$ cat config.mk
export PLATFORM = sky130hd
export DESIGN_NAME = led_pattern_sequencer
export DESIGN_NICKNAME = d
export VERILOG_FILES = /design/src/rtl/led_seq_pkg.sv /design/src/rtl/led_seq_timer.sv /design/src/rtl/led_pattern_sequencer.sv
export SDC_FILE = /design/constraint.sdc
export NUM_CORES = 1
export LEC_CHECK = 0
export CAP_MARGIN = 15
export CORE_AREA = 5 5 92 94
export DETAILED_ROUTE_END_ITERATION = 8
export DIE_AREA = 0 0 97 99
export PLACE_DENSITY = 0.85
export SLEW_MARGIN = 30
export SYNTH_ARGS = -nofsm -noshare
export SYNTH_HDL_FRONTEND = slang
export SYNTH_HIERARCHICAL = 1
export SYNTH_SLANG_ARGS = --single-unit
export TNS_END_PERCENT = 10
$ cat constraint.sdc
create_clock -name clk -period 4 [get_ports clk]
set_input_delay 0.8 -clock clk [delete_from_list [all_inputs] [get_ports clk]]
set_output_delay 0.8 -clock clk [all_outputs]
set_load 0.005 [all_outputs]
$ cat src/rtl/led_seq_pkg.sv
// ---------------------------------------------------------------------------
// led_seq_pkg
// Shared definitions for the LED pattern sequencer:
//   - mode_e      : pattern update modes selected by the 'mode' input
//   - state_e     : sequencer FSM states
//   - RESP_*      : AXI write response codes
//   - LED_REG_ADDR: address of the LED register in the slave
//   - nextStep()  : computes the pattern that follows the current one
// ---------------------------------------------------------------------------
package led_seq_pkg;

    typedef enum logic [1:0] {
        MODE_HOLD   = 2'd0,
        MODE_COUNT  = 2'd1,
        MODE_ROTL   = 2'd2,
        MODE_BOUNCE = 2'd3
    } mode_e;

    typedef enum logic [1:0] {
        S_IDLE  = 2'd0,
        S_WRITE = 2'd1,
        S_RESP  = 2'd2,
        S_WAIT  = 2'd3
    } state_e;

    localparam logic [1:0]  RESP_OKAY    = 2'b00;
    localparam logic [1:0]  RESP_SLVERR  = 2'b10;
    localparam logic [1:0]  RESP_DECERR  = 2'b11;

    localparam logic [31:0] LED_REG_ADDR = 32'h0000_0000;
    localparam logic [3:0]  LED_WSTRB    = 4'b0011;

    typedef struct packed {
        logic [15:0] pattern;
        logic        dirLeft;
    } step_t;

    // Bounce reverses at the edges: a set bit15 while moving left (or a set
    // bit0 while moving right) flips the direction and that same step
    // already moves the other way. An all-zero pattern never moves.
    function automatic step_t nextStep(input mode_e m, input logic [15:0] p,
                                       input logic dirLeft);
        step_t s;
        s.pattern = p;
        s.dirLeft = dirLeft;
        case (m)
            MODE_HOLD:   s.pattern = p;
            MODE_COUNT:  s.pattern = p + 16'd1;
            MODE_ROTL:   s.pattern = {p[14:0], p[15]};
            MODE_BOUNCE: begin
                if (p != 16'h0000) begin
                    if (dirLeft) begin
                        if (p[15]) begin
                            s.dirLeft = 1'b0;
                            s.pattern = {1'b0, p[15:1]};
                        end else begin
                            s.pattern = {p[14:0], 1'b0};
                        end
                    end else begin
                        if (p[0]) begin
                            s.dirLeft = 1'b1;
                            s.pattern = {p[14:0], 1'b0};
                        end else begin
                            s.pattern = {1'b0, p[15:1]};
                        end
                    end
                end
            end
            default:     s.pattern = p;
        endcase
        return s;
    endfunction

endpackage

$ cat src/rtl/led_seq_timer.sv
// ---------------------------------------------------------------------------
// led_seq_timer
// Down-counter that sets the gap between LED writes.
// Ports:
//   clk, resetn   : clock, synchronous active-low reset (count -> 0)
//   i_load        : load i_loadValue into the counter
//   i_loadValue   : reload value
//   o_done        : counter has reached zero
// The counter stops at zero and stays there until the next load.
// ---------------------------------------------------------------------------
module led_seq_timer #(
    parameter int WIDTH = 1
) (
    input  logic             clk,
    input  logic             resetn,
    input  logic             i_load,
    input  logic [WIDTH-1:0] i_loadValue,
    output logic             o_done
);

    logic [WIDTH-1:0] r_count;

    always_ff @(posedge clk) begin
        if (!resetn) begin
            r_count <= '0;
        end else if (i_load) begin
            r_count <= i_loadValue;
        end else if (r_count != '0) begin
            r_count <= r_count - WIDTH'(1);
        end
    end

    assign o_done = (r_count == '0);

endmodule

$ cat src/rtl/led_pattern_sequencer.sv
// ---------------------------------------------------------------------------
// led_pattern_sequencer
// Periodically writes an evolving 16-bit LED pattern to an AXI4-Lite slave.
// Ports:
//   clk, resetn     : clock, synchronous active-low reset
//   enable          : 1 = run the sequence
//   mode            : 0 hold, 1 binary count, 2 rotate-left, 3 bounce
//   start_pattern   : first pattern, sampled when leaving IDLE
//   busy            : FSM is not idle
//   err             : sticky, set by any non-OKAY write response
//   pattern         : last pattern acknowledged by the slave
//   M_AXI_*         : AXI4-Lite write-address/data/response channels
// ---------------------------------------------------------------------------
module led_pattern_sequencer
    import led_seq_pkg::*;
#(
    parameter int PERIOD_CYCLES = 25000000,
    parameter int AW            = 1
) (
    input  logic          clk,
    input  logic          resetn,
    input  logic          enable,
    input  logic [1:0]    mode,
    input  logic [15:0]   start_pattern,
    output logic          busy,
    output logic          err,
    output logic [15:0]   pattern,

    output logic [AW-1:0] M_AXI_AWADDR,
    output logic          M_AXI_AWVALID,
    input  logic          M_AXI_AWREADY,
    output logic [2:0]    M_AXI_AWPROT,
    output logic [31:0]   M_AXI_WDATA,
    output logic          M_AXI_WVALID,
    output logic [3:0]    M_AXI_WSTRB,
    input  logic          M_AXI_WREADY,
    input  logic [1:0]    M_AXI_BRESP,
    input  logic          M_AXI_BVALID,
    output logic          M_AXI_BREADY
);

    // Wide enough to hold PERIOD_CYCLES-1.
    localparam int            TW           = (PERIOD_CYCLES > 2) ? $clog2(PERIOD_CYCLES) : 1;
    localparam logic [TW-1:0] TIMER_RELOAD = TW'(PERIOD_CYCLES - 1);

    state_e      r_state;
    state_e      w_nextState;
    logic        r_awValid;
    logic        r_wValid;
    logic        r_err;
    logic        r_dirLeft;
    logic [15:0] r_pattern;
    logic [15:0] r_nextPattern;

    logic        w_awDone;
    logic        w_wDone;
    logic        w_bHandshake;
    logic        w_timerLoad;
    logic        w_timerDone;
    step_t       w_step;

    led_seq_timer #(
        .WIDTH (TW)
    ) u_timer (
        .clk         (clk),
        .resetn      (resetn),
        .i_load      (w_timerLoad),
        .i_loadValue (TIMER_RELOAD),
        .o_done      (w_timerDone)
    );

    // Next-state logic. A channel counts as done once its VALID has already
    // dropped or its handshake completes this cycle, so AW and W may finish
    // in either order. Leaving RESP checks enable again, so a run that was
    // disabled mid-transaction finishes the write and idles without waiting.
    always_comb begin
        w_nextState  = r_state;
        w_awDone     = !r_awValid || M_AXI_AWREADY;
        w_wDone      = !r_wValid  || M_AXI_WREADY;
        w_bHandshake = 1'b0;
        w_timerLoad  = 1'b0;
        w_step       = nextStep(mode_e'(mode), r_nextPattern, r_dirLeft);

        case (r_state)
            S_IDLE: begin
                if (enable) begin
                    w_nextState = S_WRITE;
                end
            end
            S_WRITE: begin
                if (w_awDone && w_wDone) begin
                    w_nextState = S_RESP;
                end
            end
            S_RESP: begin
                if (M_AXI_BVALID) begin
                    w_bHandshake = 1'b1;
                    w_timerLoad  = 1'b1;
                    w_nextState  = enable ? S_WAIT : S_IDLE;
                end
            end
            S_WAIT: begin
                if (w_timerDone) begin
                    w_nextState = enable ? S_WRITE : S_IDLE;
                end
            end
            default: w_nextState = S_IDLE;
        endcase
    end

    // Both VALIDs rise together on entry to WRITE; each then drops on its
    // own handshake.
    always_ff @(posedge clk) begin
        if (!resetn) begin
            r_state       <= S_IDLE;
            r_awValid     <= 1'b0;
            r_wValid      <= 1'b0;
            r_err         <= 1'b0;
            r_dirLeft     <= 1'b1;
            r_pattern     <= 16'h0000;
            r_nextPattern <= 16'h0000;
        end else begin
            r_state <= w_nextState;

            if (r_state == S_IDLE && enable) begin
                r_nextPattern <= start_pattern;
                r_dirLeft     <= 1'b1;
            end

            if (w_nextState == S_WRITE && r_state != S_WRITE) begin
                r_awValid <= 1'b1;
                r_wValid  <= 1'b1;
            end else begin
                if (r_awValid && M_AXI_AWREADY) begin
                    r_awValid <= 1'b0;
                end
                if (r_wValid && M_AXI_WREADY) begin
                    r_wValid <= 1'b0;
                end
            end

            if (w_bHandshake) begin
                r_pattern     <= r_nextPattern;
                r_nextPattern <= w_step.pattern;
                r_dirLeft     <= w_step.dirLeft;
                if (M_AXI_BRESP != RESP_OKAY) begin
                    r_err <= 1'b1;
                end
            end
        end
    end

    assign busy          = (r_state != S_IDLE);
    assign err           = r_err;
    assign pattern       = r_pattern;

    assign M_AXI_AWADDR  = AW'(LED_REG_ADDR);
    assign M_AXI_AWVALID = r_awValid;
    assign M_AXI_AWPROT  = 3'b000;
    assign M_AXI_WDATA   = {16'h0000, r_nextPattern};
    assign M_AXI_WVALID  = r_wValid;
    assign M_AXI_WSTRB   = LED_WSTRB;
    assign M_AXI_BREADY  = (r_state == S_RESP);

endmodule

After elaboration in Yosys (flattened, before gate mapping)
Index checks and enable logic that the tools add are counted.
Word-level totals
  bits in registers: 63
Cells by class
  add/sub/neg operators: 2
  eq/ne operators: 12
  mux-type cells: 27
  bitwise operators: 1
  reductions and logical operators: 24
Operators by type and width (number)
  $mux W16: 4
  $mux W25: 2
  $pmux W16 S3: 1
  $mux W17: 2
  $logic_not A25 Y1: 1
  $reduce_bool A25 Y1: 1
  $sub A25 B1 Y25 const B: 1
  $add A16 B1 Y16 const B: 1
  $reduce_bool A16 Y1: 1
  $mux W1: 12
  $reduce_bool A2 Y1: 6
  $mux W2: 5
  $eq A2 B2 Y1 const B: 4
  $pmux W2 S4: 1
  $eq A2 B1 Y1 const B: 3
  $ne A2 B2 Y1 const B: 3
  $reduce_and A3 Y1: 2
  $logic_and A1 B1 Y1: 5
  $logic_not A2 Y1: 2
  $ne A3 B3 Y1 const B: 1
  $logic_not A1 Y1: 2
  $logic_or A1 B1 Y1: 2
  $ne A2 B1 Y1 const B: 1
  $reduce_and A2 Y1: 1
  other kinds (2): 2

Depth between registers and ports, before layout
Gate-level depths: netlist (run 1).
  word-level depth: 8
  gate-level depth with buffers: 11

By module
The synthesis (run 1) kept the hierarchy.
By module, submodules not included
  led_pattern_sequencer: times used 1, cells each 356, area an instance 2745.1 um2, seq. area each 760.7 um2
  led_seq_timer: times used 1, cells each 164, area an instance 1382.6 um2, seq. area each 500.5 um2

Worst setup path before layout (run 1)
No wires, ideal clock.
  path type: input-to-reg
  from: input port M_AXI_BVALID
  to: register u_timer.r_count[1]
  arrival time: 2.304 ns
  data required time: 3.941 ns
  setup slack: 1.637 ns
  stages on the path: 8
  buffers on the path: 4
  path through: nand2_1 > buf_2 > inv_2 > clkbuf_1 > clkbuf_1 > and2_1 > clkbuf_1 > a22o_1
On the way
  cells in the longest elaborated chain, start to end: 3
  elaborated cells between the ends (all ways): 4
  classes of those cells: 3 x mux; 1 x reduce/logical
Ends and longest elaborated chain
  start, declared: line led_pattern_sequencer.sv:38  | input logic M_AXI_BVALID,
  $mux W1 * (2 in a row)
  named net w_bHandshake: line led_pattern_sequencer.sv:57  | logic w_bHandshake;
  $mux W25 or $reduce_bool A2 Y1 (tied branches)
  end signal, assigned: line led_seq_timer.sv:27  | r_count <= i_loadValue;
  end signal, assigned: line led_seq_timer.sv:29  | r_count <= r_count - WIDTH'(1);
  end, declared: line led_seq_timer.sv:21  | logic [WIDTH-1:0] r_count;
The timed path passes the listed nets; every way through them passes the cells marked *.
A chain may end at the register's enable or synchronous reset.

Final worst setup path (run 1)
  from: input port mode[0]
  to: register r_nextPattern[1]
On the way
  cells in the longest elaborated chain, start to end: 3
  elaborated cells between the ends (all ways): 9
  classes of those cells: 5 x eq/ne; 2 x mux; 2 x reduce/logical
Ends and longest elaborated chain
  start, declared: line led_pattern_sequencer.sv:23  | input logic [1:0] mode,
  $eq A2 B2 Y1 (tied with other cells): line led_seq_pkg.sv:46  | case (m)
  $ne A3 B3 Y1 (no source line) (tied with other cells)
  $reduce_and A3 Y1 (no source line) or $mux W16 (tied branches)
  end signal, assigned: line led_pattern_sequencer.sv:126  | r_nextPattern <= start_pattern;
  end signal, assigned: line led_pattern_sequencer.sv:144  | r_nextPattern <= w_step.pattern;
  end, declared: line led_pattern_sequencer.sv:53  | logic [15:0] r_nextPattern;
Parallel ways exist; a longest one is shown, timed or not.

==> results.json, run 1 <==
{
  "finalCriticalPeriod_ns": 2.763,
  "p_seq_frac": 0.349,
  "holdPathStages": 2,
  "drive_gt1_frac": 0.08703,
  "reg2reg_depth": 5,
  "internal_power_w": 0.001698,
  "rsz0062_at_grt": "no",
  "antenna_found_initial": 0,
  "worst-slew-pin-transition_ns": 0.8186,
  "cts_buffer_depth": 2,
  "cp.arrival_ns": 3.05,
  "critical_path.endpoint_type": "flip-flop",
  "grt_pass1_wl_mm": 17.82,
  "power_leakage_nw": 1.786,
  "dpl.hpwl_mm": 7.552,
  "hold_class": "flip-flop to flip-flop",
  "io_buffer_count": 62,
  "routedWlPerCell_um": 15.86,
  "clkTransAtPathRegs_ns": 0.08,
  "cts_root_buf": "clkbuf_8",
  "fin_crit_sh": 0.6906,
  "placedCellCount": 672,
  "r2r_slack_ns": 1.34,
  "start_util": 0.5455,
  "drtIter0Drc": 379,
  "skew_ns": 0.01261,
  "power_frac_comb": 0.400,
  "clkSinkCount": 63,
  "die_height_um": 99,
  "globalRouteTotalUtil": 0.2216,
  "dpl-instance-area_um2": 4666,
  "die_w_um": 97,
  "dp_slack_ns": 0.9275,
  "ios": 87,
  "clockPowerShare": 0.251,
  "syn_area_um2": 4128,
  "synth-seq-cells": 63,
  "crit_required_ns": 4.29,
  "p_sw_frac": 0.3871,
  "setup_ws_ns": 1.237,
  "syn_area_per_cell_um2": 7.938,
  "yosysWarningCount": 6,
  "clock.fmax_ghz": 0.3620,
  "grt_pass1_vias": 3733,
  "power.switching_w": 0.001072,
  "n_fill_cell": 638,
  "synth_top_area_frac": 0.3055,
  "yosysSeqAreaShare": 0.3055,
  "powerDensity_nw_per_um2": 564.2,
  "first_pass_iters": 6,
  "num_rows": 32,
  "synth-edff-count": 0,
  "drv_cap": 0,
  "final_area_um2": 4910,
  "crit_path_start_kind": "primary input",
  "syn_to_final_growth_pct": 18.95,
  "ir_drop_uv": 434.7,
  "cts_max_level": 3,
  "setup_viol": 0,
  "drtAntennaViolNets": 0,
  "routed_wl_mm": 10.91,
  "cts_made_buffers": 9,
  "ys_top_cells_by_area": "dfxtp_1 (31%), nand2_1 (6.9%), a21oi_1 (5.1%), buf_4 (5.1%), o21ai_0 (3.8%)",
  "diodes": 0,
  "core-area_um2": 7567,
  "drv_slew": 0,
  "gr-total-overflow": 0,
  "min_to": "err$_SDFFE_PN0P_",
  "worstSkewPairLatency_ns": 0.35,
  "place_congestion": 0.8906,
  "final_cell_mix": "nand2_1 (76), dfxtp_1 (63), clkdlybuf4s50_1 (62)",
  "crit_type": "primary input to flip-flop",
  "post-cts-setup-buffers": 0,
  "vias": 3922,
  "async_reset_ff_frac": 0,
  "crit_path_max_fanout": 19,
  "grt_max_degree": 35,
  "syn_inst": 520,
  "setup_tns_ns": 0,
  "cts_resized": 0,
  "status": "complete, no violations",
  "synth_cell_types": 67,
  "whs_ns": 0.4502,
  "r2r-end": "u_timer/r_count[8]$_SDFFE_PN0P_",
  "hp-start": "err$_SDFFE_PN0P_",
  "die_area_um2": 9603,
  "rr_startpoint": "u_timer/r_count[8]$_SDFFE_PN0P_",
  "vias_per_cell": 5.701,
  "synthFlopType": "dfxtp_1",
  "multi_input_area_um2": 2559,
  "cts_tree": "built",
  "slew_headroom": 0.4543,
  "final_common_cell": "nand2_1",
  "nNetsFinal": 612,
  "drc_errors": 0,
  "hold_viol_final": 0,
  "ff_latch_area_um2": 1261,
  "finalNonFillerCells": 688,
  "synth_largest_area_cell": "dfxtp_1",
  "cts_hold_buf": 0
}
-- sequential cells by signal, indices dropped and copies added (netlist names) --
| signal | count |
|---|---|
| u_timer/r_count | 25 |
| M_AXI_WVALID | 1 |
| pattern | 16 |
| M_AXI_AWVALID | 1 |
| r_state | 2 |
| r_nextPattern | 16 |
| r_dirLeft | 1 |
| err | 1 |
-- cells by family (layout without fill, tap and decap cells) --
| family | after synthesis | in the layout | synth area share |
|---|---|---|---|
| buf+inv | 80 | 99 | 0.1173 |
| other cells | 2 | 49 | 0.001819 |
| mux | 14 | 14 | 0.03516 |
| flops | 63 | 63 | 0.3055 |
| fa+ha+maj | 5 | 5 | 0.01516 |
| simple gates | 203 | 203 | 0.2761 |
| xor+xnor | 24 | 24 | 0.05092 |
| compound gates | 129 | 129 | 0.1979 |
-- per-layer routing --
metal  vias to the layer above  wire (um)  GRT usage  part of all wire
met5                         -          0          0                 0
met4                         0        335    0.09611             0.031
met3                        29        818    0.04812             0.075
met2                       170       5180     0.3795              0.47
met1                      1824       4574     0.2681              0.42
li1                       1899          -          -                 -
-- how the worst max path moves through the flow --
stage,startpoint,end,slack [ns],cells past startpoint
6_report,mode[0],r_nextPattern[1]$_SDFFE_PN0P_,1.24,6
5_1_grt,M_AXI_BVALID,r_nextPattern[1]$_SDFFE_PN0P_,1.05,5
4_1_cts,mode[0],r_nextPattern[1]$_SDFFE_PN0P_,1.29,6
3_5_place_dp,M_AXI_BVALID,r_nextPattern[1]$_SDFFE_PN0P_,0.93,7
3_3_place_gp,mode[0],r_nextPattern[1]$_SDFFE_PN0P_,1.03,6
2_1_floorplan,M_AXI_BVALID,u_timer/r_count[1]$_SDFFE_PN0P_,1.64,8
-- power by group through the flow --
stage	registers (W)	clock network (W)	logic, W
4_1_cts	0.000960	0.000700	0.00111
6_report	0.000967	0.000694	0.00111
3_3_place_gp	0.000962	0	0.00106
5_1_grt	0.000989	0.000721	0.00123
3_5_place_dp	0.000972	0	0.00109
2_1_floorplan	0.000897	0	0.000946
-- cell usage after synthesis, types with 9 or more instances --
cell type and n:
buf_4 28, mux2i_1 10, inv_1 14, nor4_1 9
nor2_1 22, nand3_1 19, o21ai_0 31, buf_2 11
xnor2_1 16, a21oi_1 42, nand2b_1 11, clkbuf_1 16
nand2_1 76, dfxtp_1 63, nor3_1 13
-- stage by stage --
step	utilization	total power, W
floorplan	-	0.001843
global placement	0.6166	0.002018
detailed placement	0.6166	0.002066
CTS	0.6488	0.002765
global route	0.6488	0.002938
finish	0.6488	0.002770
-- critical path, stage by stage --
cell and delay, ns:
clkdlybuf4s50_1 0.71, o211ai_1 0.14, a21oi_1 0.25, o31a_1 0.72, o221ai_1 0.25, a21oi_1 0.19
-- layout make-up --
| type | count | area share |
|---|---|---|
| inverter | 16 | 0.01223 |
| multi-input combinational | 424 | 0.5212 |
| clock buffer | 9 | 0.02523 |
| sequential | 63 | 0.2569 |
| timing repair buffer | 67 | 0.1340 |
| clock inverter | 7 | 0.02446 |
| tap | 102 | 0.02599 |
No activity file was read; power rests on OpenSTA's default activity.
==> inputs of run 2 (changes only) <==
--- a/config.mk
+++ b/config.mk
@@ -6,10 +6,10 @@
 export NUM_CORES = 1
 export LEC_CHECK = 0
 export CAP_MARGIN = 15
-export CORE_AREA = 5 5 92 94
+export CORE_AREA = 5 5 100 102
 export DETAILED_ROUTE_END_ITERATION = 8
-export DIE_AREA = 0 0 97 99
-export PLACE_DENSITY = 0.85
+export DIE_AREA = 0 0 105 107
+export PLACE_DENSITY = 0.76
 export SLEW_MARGIN = 30
 export SYNTH_ARGS = -nofsm -noshare
 export SYNTH_HDL_FRONTEND = slang
==> constraint.sdc (replaced) <==
create_clock -name clk -period 2.5 [get_ports clk]
set_input_delay 0.5 -clock clk [delete_from_list [all_inputs] [get_ports clk]]
set_output_delay 0.5 -clock clk [all_outputs]
set_load 0.005 [all_outputs]
==> run 2 against run 1 <==
Sequential power rose by 56%; largest power group unchanged; cell count rose by 4.5%; routed wire length rose by 0.28%; critical endpoint is now u_timer/r_count[1]$_SDFFE_PN0P_; clock-buffer cell count rose by 1; clock skew rose by 0.0020 ns; flip-flop and latch count did not move.
==> results.json, run 2 (synthesized netlist as in run 1, its figures left out) <==
{
  "ios": 87,
  "path_depth": 6,
  "n_fill_cell": 834,
  "rr_startpoint": "u_timer/r_count[8]$_SDFFE_PN0P_",
  "power_frac_comb": 0.423,
  "critical_path.endpoint_type": "flip-flop",
  "vias": 3931,
  "p_sw_frac": 0.3861,
  "drtIter0Drc": 174,
  "min_to": "err$_SDFFE_PN0P_",
  "nNetsFinal": 634,
  "largest_reg_flops": 25,
  "rsz0062_at_grt": "no",
  "setup_ws_ns": 0.2038,
  "routedWlPerCell_um": 15.22,
  "clockPowerShare": 0.234,
  "drv_cap": 0,
  "setup_viol": 0,
  "finalCriticalPeriod_ns": 2.296,
  "r2r-end": "u_timer/r_count[1]$_SDFFE_PN0P_",
  "drtAntennaViolNets": 0,
  "crit_path_max_fanout": 11,
  "final_util": 0.5626,
  "drc_errors": 0,
  "crit_chain": "or4_1 > or4_4 > nor4_4 > buf_4 > mux2i_1 > a22o_1",
  "grt_max_degree": 25,
  "grt_pass1_wl_mm": 18.04,
  "dpl.hpwl_mm": 7.860,
  "hold_class": "flip-flop to flip-flop",
  "core-area_um2": 9021,
  "routed_wl_mm": 10.94,
  "place_congestion": 0.9096,
  "cts_made_buffers": 9,
  "syn_to_final_growth_pct": 22.95,
  "gr-total-overflow": 0,
  "worstSkewPairLatency_ns": 0.35,
  "die_area_um2": 11240,
  "hold_viol_final": 0,
  "cp.arrival_ns": 2.59,
  "crit_buf_inv": 1,
  "regMostFlops": "u_timer/r_count",
  "cp_slowest_cell": "or4_1",
  "cts_hold_buf": 0,
  "num_rows": 35,
  "use_met2": 0.3269,
  "power_leakage_nw": 1.884,
  "drive_gt1_frac": 0.1201,
  "top_usage_layer": "met2",
  "setup_tns_ns": 0,
  "powerDensity_nw_per_um2": 871.2,
  "hp-start": "err$_SDFFE_PN0P_",
  "clkSinkCount": 63,
  "die_height_um": 107,
  "p_seq_frac": 0.342,
  "drv_slew": 0,
  "antenna_found_initial": 0,
  "final_common_cell": "nand2_1",
  "met3_usage": 0.03191,
  "cts_tree": "built",
  "internal_power_w": 0.002714,
  "grt_pass1_vias": 3715,
  "power.switching_w": 0.001707,
  "cts_buffer_depth": 2,
  "vias_per_cell": 5.467,
  "status": "complete, no violations",
  "first_pass_iters": 5,
  "cts_root_buf": "clkbuf_8",
  "reg2reg_depth": 6,
  "io_buffer_count": 62,
  "clock.fmax_ghz": 0.4355,
  "holdPathStages": 2,
  "clkTransAtPathRegs_ns": 0.08,
  "crit_path_start_kind": "flip-flop",
  "crit_type": "flip-flop to flip-flop",
  "diodes": 0,
  "fin_crit_sh": 0.9185,
  "final_cell_mix": "nand2_1 (76), dfxtp_1 (63), clkdlybuf4s50_1 (62)",
  "dp_slack_ns": 0.1328,
  "die_w_um": 105,
  "crit_family": "simple AND/OR/NAND/NOR gates",
  "r2r_slack_ns": 0.20,
  "slowest_delay_ns": 0.55,
  "crit_required_ns": 2.79,
  "cts_max_level": 3,
  "grt_use_met1": 0.2397,
  "globalRouteTotalUtil": 0.1929,
  "skew_ns": 0.01464,
  "ir_drop_uv": 762.2,
  "start_util": 0.4576
}
-- run 2: cell types whose count changed in the layout (fill, tap and decap cells not counted) --
cell,delta
clkinv_2,-1
or2b_2,-1
clkinvlp_4,+1
or2b_4,+1
buf_4,+22
bufinv_16,-1
clkbuf_8,+1
-- run 2: repair_timing --
action                     CTS  global route
resized for setup            0             1
setup endpoints to repair    0            11
setup buffers                0             0
-- run 2: worst max path at each step --
| stage | endpoint | start | slack [ns] |
|---|---|---|---|
| floorplan | u_timer/r_count[11]$_SDFFE_PN0P_ | u_timer/r_count[8]$_SDFFE_PN0P_ | 0.24 |
| global placement | u_timer/r_count[1]$_SDFFE_PN0P_ | u_timer/r_count[8]$_SDFFE_PN0P_ | 0.20 |
| detailed placement | u_timer/r_count[12]$_SDFFE_PN0P_ | u_timer/r_count[8]$_SDFFE_PN0P_ | 0.13 |
| CTS | u_timer/r_count[12]$_SDFFE_PN0P_ | u_timer/r_count[8]$_SDFFE_PN0P_ | 0.12 |
| global route | u_timer/r_count[1]$_SDFFE_PN0P_ | u_timer/r_count[8]$_SDFFE_PN0P_ | 0.04 |
| finish | u_timer/r_count[1]$_SDFFE_PN0P_ | u_timer/r_count[8]$_SDFFE_PN0P_ | 0.20 |
-- run 2: metrics by stage --
stage          cells  area, um^2  power (W)  hold WS [ns]
3_3_place_gp     703        4842   0.003309        0.4374
5_1_grt          719        5075   0.004740        0.4779
3_5_place_dp     703        4842   0.003373        0.4487
6_report         719        5075   0.004421        0.4525
2_1_floorplan    567        4304   0.002949        0.4421
4_1_cts          719        5072   0.004426        0.4592
-- run 2: area by class of cell --
cell class | count | area, um^2 | area share
Clock buffer | 10 | 137.6 | 0.02712
Clock inverter | 6 | 92.59 | 0.01824
Inverter | 16 | 60.06 | 0.01183
Multi-Input combinational cell | 424 | 2561 | 0.5047
Sequential cell | 63 | 1261 | 0.2485
Tap cell | 111 | 138.9 | 0.02737
Timing Repair Buffer | 89 | 823.3 | 0.1622
-- run 2: worst min-delay path, cell delays in order (launching register included) --
cell and delay (ns):
dfxtp_1 0.31, inv_1 0.05, a21oi_1 0.05
-- run 2: power by group through the flow --
stage / combinational [W] / sequential, W / clock [W]
after floorplan: 0.00151 / 0.00143 / 0
after global placement: 0.00179 / 0.00152 / 0
after detailed placement: 0.00185 / 0.00152 / 0
after CTS: 0.00187 / 0.00151 / 0.00105
after global routing: 0.00210 / 0.00154 / 0.00109
final: 0.00187 / 0.00151 / 0.00104
-- run 2: metal layers --
layer  vias to the layer above  wire length (um)
met5                         -                 0
met4                         0               248
met3                        21               646
met2                       138              5380
met1                      1833              4665
li1                       1939                 -
